==> config.mk <==
export PLATFORM = sky130hd
export DESIGN_NAME = psc_tx_scheduler
export DESIGN_NICKNAME = d
export VERILOG_FILES = /design/src/rtl/psc_tx_scheduler.sv
export SDC_FILE = /design/constraint.sdc
export NUM_CORES = 1
export LEC_CHECK = 0
export ABC_AREA = 1
export CAP_MARGIN = 10
export CORE_MARGIN = 2
export CORE_UTILIZATION = 47
export DETAILED_ROUTE_END_ITERATION = 6
export GPL_ROUTABILITY_DRIVEN = 1
export PLACE_DENSITY = 0.67
export SLEW_MARGIN = 10
export SYNTH_ARGS = -nofsm -noshare
export SYNTH_HDL_FRONTEND = slang
export SYNTH_SLANG_ARGS = --single-unit
==> constraint.sdc <==
create_clock -name clk -period 2.2 [get_ports clk]
set_input_delay 0.66 -clock clk [delete_from_list [all_inputs] [get_ports clk]]
set_output_delay 0.66 -clock clk [all_outputs]
set_load 0.01 [all_outputs]
==> src/rtl/psc_tx_scheduler.sv <==
// Shares the PSC serial frame path between trigger, status and host command packets.
// Arbitration happens only at packet boundaries, and one byte is emitted per frame slot.
module psc_tx_scheduler #(
  parameter int         FIFO_DEPTH = 8,
  parameter int         MAX_BURST  = 4,
  parameter logic [7:0] IDLE_BYTE  = 8'h00,
  parameter logic [7:0] TRIG_BYTE  = 8'hA5,
  parameter logic [7:0] STAT_HDR   = 8'h5A
) (
  input  logic       clk,
  input  logic       reset,
  input  logic       slot,
  input  logic       trig_req,
  input  logic       stat_req,
  input  logic [7:0] stat_data,
  input  logic [7:0] cmd_data,
  input  logic       cmd_valid,
  output logic       cmd_ready,
  output logic [7:0] tx_byte,
  output logic [3:0] tx_counter,
  output logic       tx_active,
  output logic       trig_ack,
  output logic       trig_missed
);

  // state      | meaning
  // S_IDLE     | no packet, IDLE_BYTE on the line
  // S_TRIG     | sending the one-byte trigger packet
  // S_STAT_HDR | sending the status header
  // S_STAT_DAT | sending the frozen status byte
  // S_CMD_HDR  | sending {4'hC, n}
  // S_CMD_DAT  | sending command byte tx_counter of n
  typedef enum logic [2:0] {
    S_IDLE, S_TRIG, S_STAT_HDR, S_STAT_DAT, S_CMD_HDR, S_CMD_DAT
  } state_t;

  localparam int              AW      = $clog2(FIFO_DEPTH);
  localparam int              CW      = AW + 1;
  localparam logic [CW-1:0]   DEPTH_C = CW'(FIFO_DEPTH);
  localparam logic [7:0]      BURST_C = 8'(MAX_BURST);

  state_t        state;
  logic [3:0]    burst_n;
  logic          trig_pending;
  logic          stat_pending;
  logic [7:0]    stat_buf;
  logic [7:0]    stat_frozen;

  logic [7:0]    mem [FIFO_DEPTH];
  logic [AW-1:0] wr_ptr;
  logic [AW-1:0] rd_ptr;
  logic [CW-1:0] count;
  logic [CW-1:0] count_next;

  logic          push;
  logic          pop;
  logic          at_last;
  logic          decide;
  logic          trig_sel;
  logic          stat_sel;
  logic          cmd_sel;
  logic [7:0]    cnt_ext;
  logic [3:0]    hdr_n;

  always_comb begin
    cnt_ext  = 8'(count);
    hdr_n    = (cnt_ext >= BURST_C) ? BURST_C[3:0] : cnt_ext[3:0];
    at_last  = (state == S_IDLE) || (state == S_TRIG) || (state == S_STAT_DAT) ||
               ((state == S_CMD_DAT) && (tx_counter == burst_n));
    decide   = slot && at_last;
    trig_sel = decide && (trig_pending || trig_req);
    stat_sel = decide && !trig_sel && (stat_pending || stat_req);
    cmd_sel  = decide && !trig_sel && !stat_sel && (count != '0);
    push     = cmd_valid && cmd_ready;
    // n was frozen at the header, so the FIFO holds at least n bytes here
    pop      = slot && ((state == S_CMD_HDR) ||
                        ((state == S_CMD_DAT) && (tx_counter != burst_n)));
  end

  always_comb begin
    count_next = count;
    case ({push, pop})
      2'b10:   count_next = count + CW'(1);
      2'b01:   count_next = count - CW'(1);
      default: count_next = count;
    endcase
  end

  always_ff @(posedge clk) begin
    if (push) mem[wr_ptr] <= cmd_data;
  end

  always_ff @(posedge clk or negedge reset) begin
    if (!reset) begin
      wr_ptr    <= '0;
      rd_ptr    <= '0;
      count     <= '0;
      cmd_ready <= 1'b0;
    end else begin
      if (push) wr_ptr <= wr_ptr + AW'(1);
      if (pop)  rd_ptr <= rd_ptr + AW'(1);
      count     <= count_next;
      cmd_ready <= (count_next < DEPTH_C);
    end
  end

  always_ff @(posedge clk or negedge reset) begin
    if (!reset) begin
      state        <= S_IDLE;
      tx_byte      <= IDLE_BYTE;
      tx_counter   <= 4'd0;
      tx_active    <= 1'b0;
      burst_n      <= 4'd0;
      trig_pending <= 1'b0;
      stat_pending <= 1'b0;
      stat_buf     <= 8'h00;
      stat_frozen  <= 8'h00;
      trig_ack     <= 1'b0;
      trig_missed  <= 1'b0;
    end else begin
      trig_ack    <= trig_sel;
      trig_missed <= trig_req && trig_pending;

      if (trig_sel)      trig_pending <= 1'b0;
      else if (trig_req) trig_pending <= 1'b1;

      if (stat_req) stat_buf <= stat_data;
      // a request on the entry edge itself supplies the byte directly
      if (stat_sel) begin
        stat_pending <= 1'b0;
        stat_frozen  <= stat_req ? stat_data : stat_buf;
      end else if (stat_req) begin
        stat_pending <= 1'b1;
      end

      if (slot) begin
        if (decide) begin
          tx_counter <= 4'd0;
          if (trig_sel) begin
            state     <= S_TRIG;
            tx_byte   <= TRIG_BYTE;
            tx_active <= 1'b1;
          end else if (stat_sel) begin
            state     <= S_STAT_HDR;
            tx_byte   <= STAT_HDR;
            tx_active <= 1'b1;
          end else if (cmd_sel) begin
            state     <= S_CMD_HDR;
            tx_byte   <= {4'hC, hdr_n};
            tx_active <= 1'b1;
            burst_n   <= hdr_n;
          end else begin
            state     <= S_IDLE;
            tx_byte   <= IDLE_BYTE;
            tx_active <= 1'b0;
          end
        end else begin
          tx_counter <= tx_counter + 4'd1;
          case (state)
            S_STAT_HDR: begin
              state   <= S_STAT_DAT;
              tx_byte <= stat_frozen;
            end
            default: begin
              state   <= S_CMD_DAT;
              tx_byte <= mem[rd_ptr];
            end
          endcase
        end
      end
    end
  end

endmodule

# Yosys cells after proc, flatten, opt, wreduce, memory -nomap -nowiden
# Memories as Yosys holds them, arrays and structs flattened.
# Cells that the tools add are included.
# op_classes
n_addsub	5
magnitude_cmp	2
n_eq_ne	9
mux	23
bitwise_logic	2
reduce_logical	25
# ops
operator	n
2-to-1 mux 8 bit	6
2-to-1 mux 3 bit	5
logical AND 1 bit	11
2-to-1 mux 1 bit	9
adder 4 x 1 -> 4 bit (second input constant)	2
2-to-1 mux 4 bit	2
one-hot mux 4 bit (2 select lines)	1
adder 3 x 1 -> 3 bit (second input constant)	2
== test 3 x 2 -> 1 bit (second input constant)	2
== test 3 bit (second input constant)	2
logical OR 1 bit	6
AND reduction 5 bit	1
== test 4 bit	1
greater-or-equal comparator 4 x 3 -> 1 bit (second input constant)	1
less-than comparator 4 bit (second input constant)	1
!= test 4 bit	1
nonzero test 2 bit	2
nonzero test 4 bit	1
subtractor 4 x 1 -> 4 bit (second input constant)	1
== test 3 x 1 -> 1 bit (second input constant)	1
zero test 3 bit	1
== test 2 x 1 -> 1 bit (second input constant)	1
== test 2 bit (second input constant)	1
zero test 1 bit	2
other kinds (2)	3
# totals
ff_bits	51
ram_bits	64
inputBits	22
memories	1
# memory_table
memory	words	word_bits	rd	rd_ports_with_merged_regs	write_ports	line_no	text
mem	8	8	1	0	1	49	logic [7:0] mem [FIFO_DEPTH];

# Longest topological paths before layout
# depth
depth_word	16
ltp_mapped	16
depth_no_buf	16

# Worst setup path before layout
# No wires, ideal clock.
# synth_timing
path_kind	input-to-reg
startpoint	input slot
endpoint	register with a tool-made name
setup_ps	121
arrival_time_ps	2570
path_slack_ps	-491
cell_stages	14
n_path_buf	1
cell_sequence	clkbuf_1 inv_2 nor3_1 nand2_1 inv_1 ha_1 ha_1 a21o_1 a31oi_1 nor2_1 nor2_1 nand2_1 xor2_1 inv_1
# synth_rtl
element	line_no	text
from (decl)	12	input logic slot,

==> run metrics <==
share of layout cells above drive strength 1 between 10% and 20%; largest family of logic cells by synthesized area simple AND/OR/NAND/NOR gates; design area roughly 6400 um2; Post-Synth Simple-Gate Area 19.8%; worst min-delay path class in -> async; Core Region approximately 10000 um2; CTS Buf Count 17; CP Capture Type flip-flop; TritonCTS clock tree built; critical path's slowest cell dfrtp_1; I/O Pins 38; status finished, violations left; count of non-filler cells in the finished layout approximately 730; CP required 2590 ps; die width around 110 um; #FFs+latches synth 115; most used routing layer met2; slowest stage delay, CP around 400 ps; vias 3541; die height between 100 and 150 um; post-synthesis compound-gate area fraction under 10%; Final Hold Viols 0; GRT Total Usage 19.5%; Worst-path clk slew roughly 60 ps; first-pass GRT wire length around 17000 um; critical path type reg -> reg; I/O Buffers 37; via/cell ratio between 4 and 5; DR iter-0 viols 160; Initial Util 48.3%; Final setup viols 1; synthesized area 4980 um2; RSZ-0062 raised after global routing true; Setup WS pre-CTS -659 ps; synth-to-layout area growth 28.0%; Diodes inserted 0; met2 GRT Util 33.4%; skew final ~5.3 ps; gr ovfl total 0; final worst slack -11.3 ps; largest net degree at the start of global routing 34; post-layout net count 607; Post-Route WL around 10000 um; cell count after synthesis roughly 500; placed instance count roughly 700; GP Congestion approximately 0.77; Post-CTS Hold Fix Bufs 0; post-synth net total approximately 530; met1 usage in global routing around a quarter; antenna violations before repair 0; slew margin rel. between 50% and 60%; leakage power figure approximately 2.7 nW; Die ar. 11400 um2; CTS max path bufs 2; worst-path fanout max 4; VDD IR max 640 uV; failing checks negative setup slack; XOR/XNOR share of the synthesized area under 10%; crit path cell chain nor2_2 > nor2_2 > nor2_4 > nand3_2 > nand2_2 > inv_2 > ha_4 > ha_4 > a21o_1 > a31oi_2 > nor2_1 > nor2_1 > nand2_1 > xor2_1 > inv_1; slew at the pin closest to its max-slew limit 616 ps; routed len/inst about 14 um; Pwr per Cell Area around 1300 nW/um2; TritonCTS sink count about 120; # rows 37; Worst Path Arrival about 2600 ps; H-tree levels 4; period utilisation layout 101%; vias in the first global route 3532; Pwr Total 8.15 mW; Max Fclk about 450 MHz; minimum clock period after layout roughly 2200 ps; DRT Pass-1 Iters 4; count of cell types in the netlist 36; post-synthesis average cell area roughly 10 um2; met3 usage under 10%; register area share after synthesis around 64%; startpoint types flip-flop; drt drc 0; area share of fa/ha/maj cells after synthesis under 10%; YS warnings 0; Clock Latency Late Sink ~510 ps; Slew Viols, Final 0; HPWL Detailed 6770 um; maxcap violations 0; Placed Area between 5000 and 6000 um2; multiplexer share of the synthesized area 0%; Antenna Nets Post-Route 0; clk root buf clkbuf_8
==> critical path: cells and delay by family, from the launching register on <==
family	cells	cell delay [ps]
xor+xnor	1	190
buf+inv	2	110
flops	1	400
fa+ha+maj	2	390
simple gates	8	680
compound gates	2	340
==> where the power goes <==
group | total [mW] | switching, mW | internal, mW | leakage (nW)
clock network | 2.54 | 1.01 | 1.52 | 0.272
logic | 2.67 | 1.57 | 1.10 | 1.30
registers | 2.94 | 0.229 | 2.71 | 1.17
total | 8.15 | 2.81 | 5.33 | 2.74
==> path summary, 6_finish.rpt <==
check	start	to	slack, ps	cells after the start
setup / recovery	burst_n[3]$_DFFE_PN0P_	flip-flop	-10	15
hold / removal	reset	stat_frozen[6]$_DFFE_PN0N_	170	1
setup reg to reg	burst_n[3]$_DFFE_PN0P_	flip-flop	-10	15
hold reg to reg	stat_buf[7]$_DFF_PN0_	stat_buf[7]$_DFF_PN0_	470	2
max in group asynchronous	reset	count[0]$_DFFE_PN0N_	1390	2
min in group clk	stat_buf[7]$_DFF_PN0_	stat_buf[7]$_DFF_PN0_	470	2
==> flip-flops by register name, summed over array words and instances (netlist names), 3 cells and up, named ones only <==
signal,cells
mem,64
stat_buf,8
stat_frozen,8
tx_byte,8
burst_n,4
tx_counter,4
count,3
rd_ptr,3
state,3
wr_ptr,3
==> logic make-up after synthesis <==
| family | after synthesis |
|---|---|
| and+or+nand+nor | 237 |
| DFF | 115 |
| AOI/OAI and AO/OA | 77 |
| buffers and inverters | 53 |
| xor gates and xnor gates | 7 |
| adders and majority gates | 7 |
==> area by class of cell <==
| class | instances | area (um2) |
|---|---|---|
| Clock buffer | 17 | 414 |
| Inverter | 36 | 144 |
| Multi-Input combinational cell | 328 | 1620 |
| Fill cell | 821 | 3950 |
| Timing Repair Buffer | 80 | 682 |
| Tap cell | 136 | 170 |
| Clock inverter | 15 | 145 |
| Sequential cell | 115 | 3200 |
==> cells in the final DEF, fill, tap and decap left out, types with 3 or more instances in the layout <==
cell / n
nor2_2: 3
clkinv_2: 3
dfrtp_1: 51
inv_1: 28
nand2_1: 117
clkinv_4: 3
inv_2: 4
a21oi_1: 10
inv_6: 6
o21ai_0: 50
or2_2: 3
nand2_2: 12
dlygate4sd2_1: 5
nand3_2: 3
o21ai_1: 5
nand3_1: 10
ha_1: 4
clkdlybuf4s50_1: 31
buf_4: 43
edfxtp_1: 64
xor2_1: 5
nor2_1: 81
clkbuf_16: 16
==> routing by layer <==
metal	wire [um]	share of wire, %
met1	4440	44
met2	5180	51
met3	406	4.0
met4	124	1.2
met5	0	0
==> repair_timing <==
action,4_1_cts,5_1_grt
setup endpoints to repair,6,2
buffers inserted,0,2
resized for setup,6,8
pin swaps,2,6
==> Yosys cell counts <==
master / count / area, um2
nand3b_1: 1 / 7.51
xor2_1: 5 / 43.8
fa_1: 1 / 20.0
o22ai_1: 2 / 12.5
ha_1: 6 / 75.1
nand2_2: 8 / 50.1
o21bai_1: 1 / 7.51
nor2_4: 1 / 11.3
inv_1: 29 / 109
buf_2: 8 / 40.0
dfrtp_1: 51 / 1280
nor2_1: 83 / 312
nand3_1: 11 / 55.1
nor3_2: 1 / 10.0
buf_8: 1 / 15.0
nor3_1: 1 / 5.00
a21o_1: 1 / 7.51
edfxtp_1: 64 / 1920
or2_2: 3 / 18.8
a21oi_4: 1 / 16.3
nand2_1: 121 / 454
xnor2_1: 2 / 17.5
inv_2: 4 / 15.0
nand3_2: 2 / 20.0
nand4_1: 2 / 12.5
a31oi_1: 3 / 18.8
a21oi_1: 10 / 50.1
o21ai_2: 2 / 17.5
a22oi_1: 2 / 15.0
clkinv_2: 1 / 5.00
nand3_4: 1 / 17.5
nor2_2: 2 / 12.5
clkinv_1: 2 / 7.51
o21ai_1: 5 / 25.0
clkbuf_1: 8 / 30.0
o21ai_0: 50 / 250
==> metrics by stage <==
| step | hold slack, ps | setup TNS (ps) | util [%] |
|---|---|---|---|
| detailed placement | 459 | -5870 | 56.0 |
| floorplan | 364 | -197 | - |
| global placement | 458 | -5280 | 56.0 |
| global route | 182 | -328 | 61.8 |
| finish | 165 | -11.3 | 61.8 |
| CTS | 162 | -4.13 | 61.4 |
Power figures use the tool's default switching activity.
==> edit (same settings) <==
The parameter `FIFO_DEPTH` goes from 8 to 32.
--- a/src/rtl/psc_tx_scheduler.sv
+++ b/src/rtl/psc_tx_scheduler.sv
@@ -3,3 +3,3 @@
 module psc_tx_scheduler #(
-  parameter int         FIFO_DEPTH = 8,
+  parameter int         FIFO_DEPTH = 32,
   parameter int         MAX_BURST  = 4,
Function: changed (Yosys sat finds a counterexample within 10 cycles, from zero or initial values and one cycle with reset low).
==> edit against the original RTL <==
The flow still finishes with violations (setup timing); power rose by 130%; design area rose by 140%; synthesized area rose to 2.6 times the old value; routed wire length rose to 3.0 times the old value; clock power rose by 99%; sequential cell count rose by 198; worst setup slack got worse by 120 ps; via count rose to 2.5 times the old value; first-iteration DRC count rose to 6.2 times the old value.
==> edit: results (changes against the original RTL) <==
Worst Skew=19.02 ps (+13.73 ps); GPL Wtd Cong=0.9024 (+18%); setup TNS=-275.6 ps (-264.3 ps); clock latency on the worst-skew pair=560 ps (+50 ps); met1 Use GR=30.62% (+6.6 points); Setup WS post-layout=-134.8 ps (-123.6 ps); Synth Area in Adders=1.203% (-0.71 points); status=complete, but fails checks; NumNets Final=1323 (+120%); Max H-tree Level=1 (-3); Commonest cells post-synth=edfxtp_1, nor2_1, nand2_1; Max IR drop VDD=0.0007013 V (+9.6%); failing checks=setup timing; vias per cell=5.297 (+8.8%); # placed instances=1624 (+130%); final setup fails=3 (+2); Async SR Flop Fraction=18.21% (-26 points); P_leak=5.916 nW (+120%); DP Worst Slack=-753.1 ps (-93.80 ps); first-pass GRT wire length=47770 um (+190%); clk root buf=clkbuf_16; total number of vias=8952 (+150%); M3 GR Usage=3.030% (-2.6 points); Post-synth EDFFs=256 (+300%); TritonRoute pass-1 iters=5 (+1); worst r2r src=tx_counter[0]; TritonCTS Buffers=31 (+14); clock tree buffer depth=3 (+1); largest net degree at the start of global routing=60 (+76%); max FFs per register=256 (+300%)
==> edit: cell types whose count changed in the layout (fill, tap and decap cells not counted), sizes merged, moves of 15 or more <==
| cell | delta |
|---|---|
| o22ai | +15 |
| o21ai | +75 |
| inv | +21 |
| nand2 | +73 |
| buf | +62 |
| edfxtp | +192 |
| a21oi | +16 |
| nand3 | +59 |
| o211ai | +20 |
| clkbuf | +20 |
| nor2 | +137 |
==> edit: kinds of logic after synthesis <==
group | after synthesis
adder cells (fa/ha/maj) | 12
buffers and inverters | 116
XOR/XNOR | 12
flip-flops | 313
AO/OA/AOI/OAI | 200
AND/OR/NAND/NOR | 514
==> edit: cell type report <==
cell class,count,area (um2),share of cell area [%]
multi-input cells,738,3550,22.72
clock inverters,20,177.7,1.137
well taps,378,473.0,3.027
clock buffers,36,794.5,5.086
flip-flops and latches,313,9119,58.37
repair buffers,143,1267,8.113
inverters,62,241.5,1.546
==> edit: where the power goes <==
group | switching [mW] | total [mW] | internal (mW) | leakage (nW)
sequential | 0.399 | 7.38 | 6.98 | 2.99
clock | 2.14 | 5.06 | 2.92 | 0.478
combinational | 4.32 | 6.71 | 2.39 | 2.45
total | 6.85 | 19.1 | 12.3 | 5.92
==> edit: routing by layer <==
metal	routed length, um	part of all wire (%)	up-vias
met2	14100	46	335
met3	2101	6.8	58
met5	0	0	-
met1	13540	44	4285
li1	-	-	4274
met4	1071	3.5	0
==> edit: stage by stage <==
step | utilization, % | cell area, um2 | hold WS (ps)
2_1_floorplan | - | 13160 | 364.4
3_3_place_gp | 52.47 | 14500 | 442.6
3_5_place_dp | 52.47 | 14500 | 454.2
4_1_cts | 56.26 | 15540 | 109.2
5_1_grt | 56.54 | 15620 | 128.8
6_report | 56.54 | 15620 | 109.4
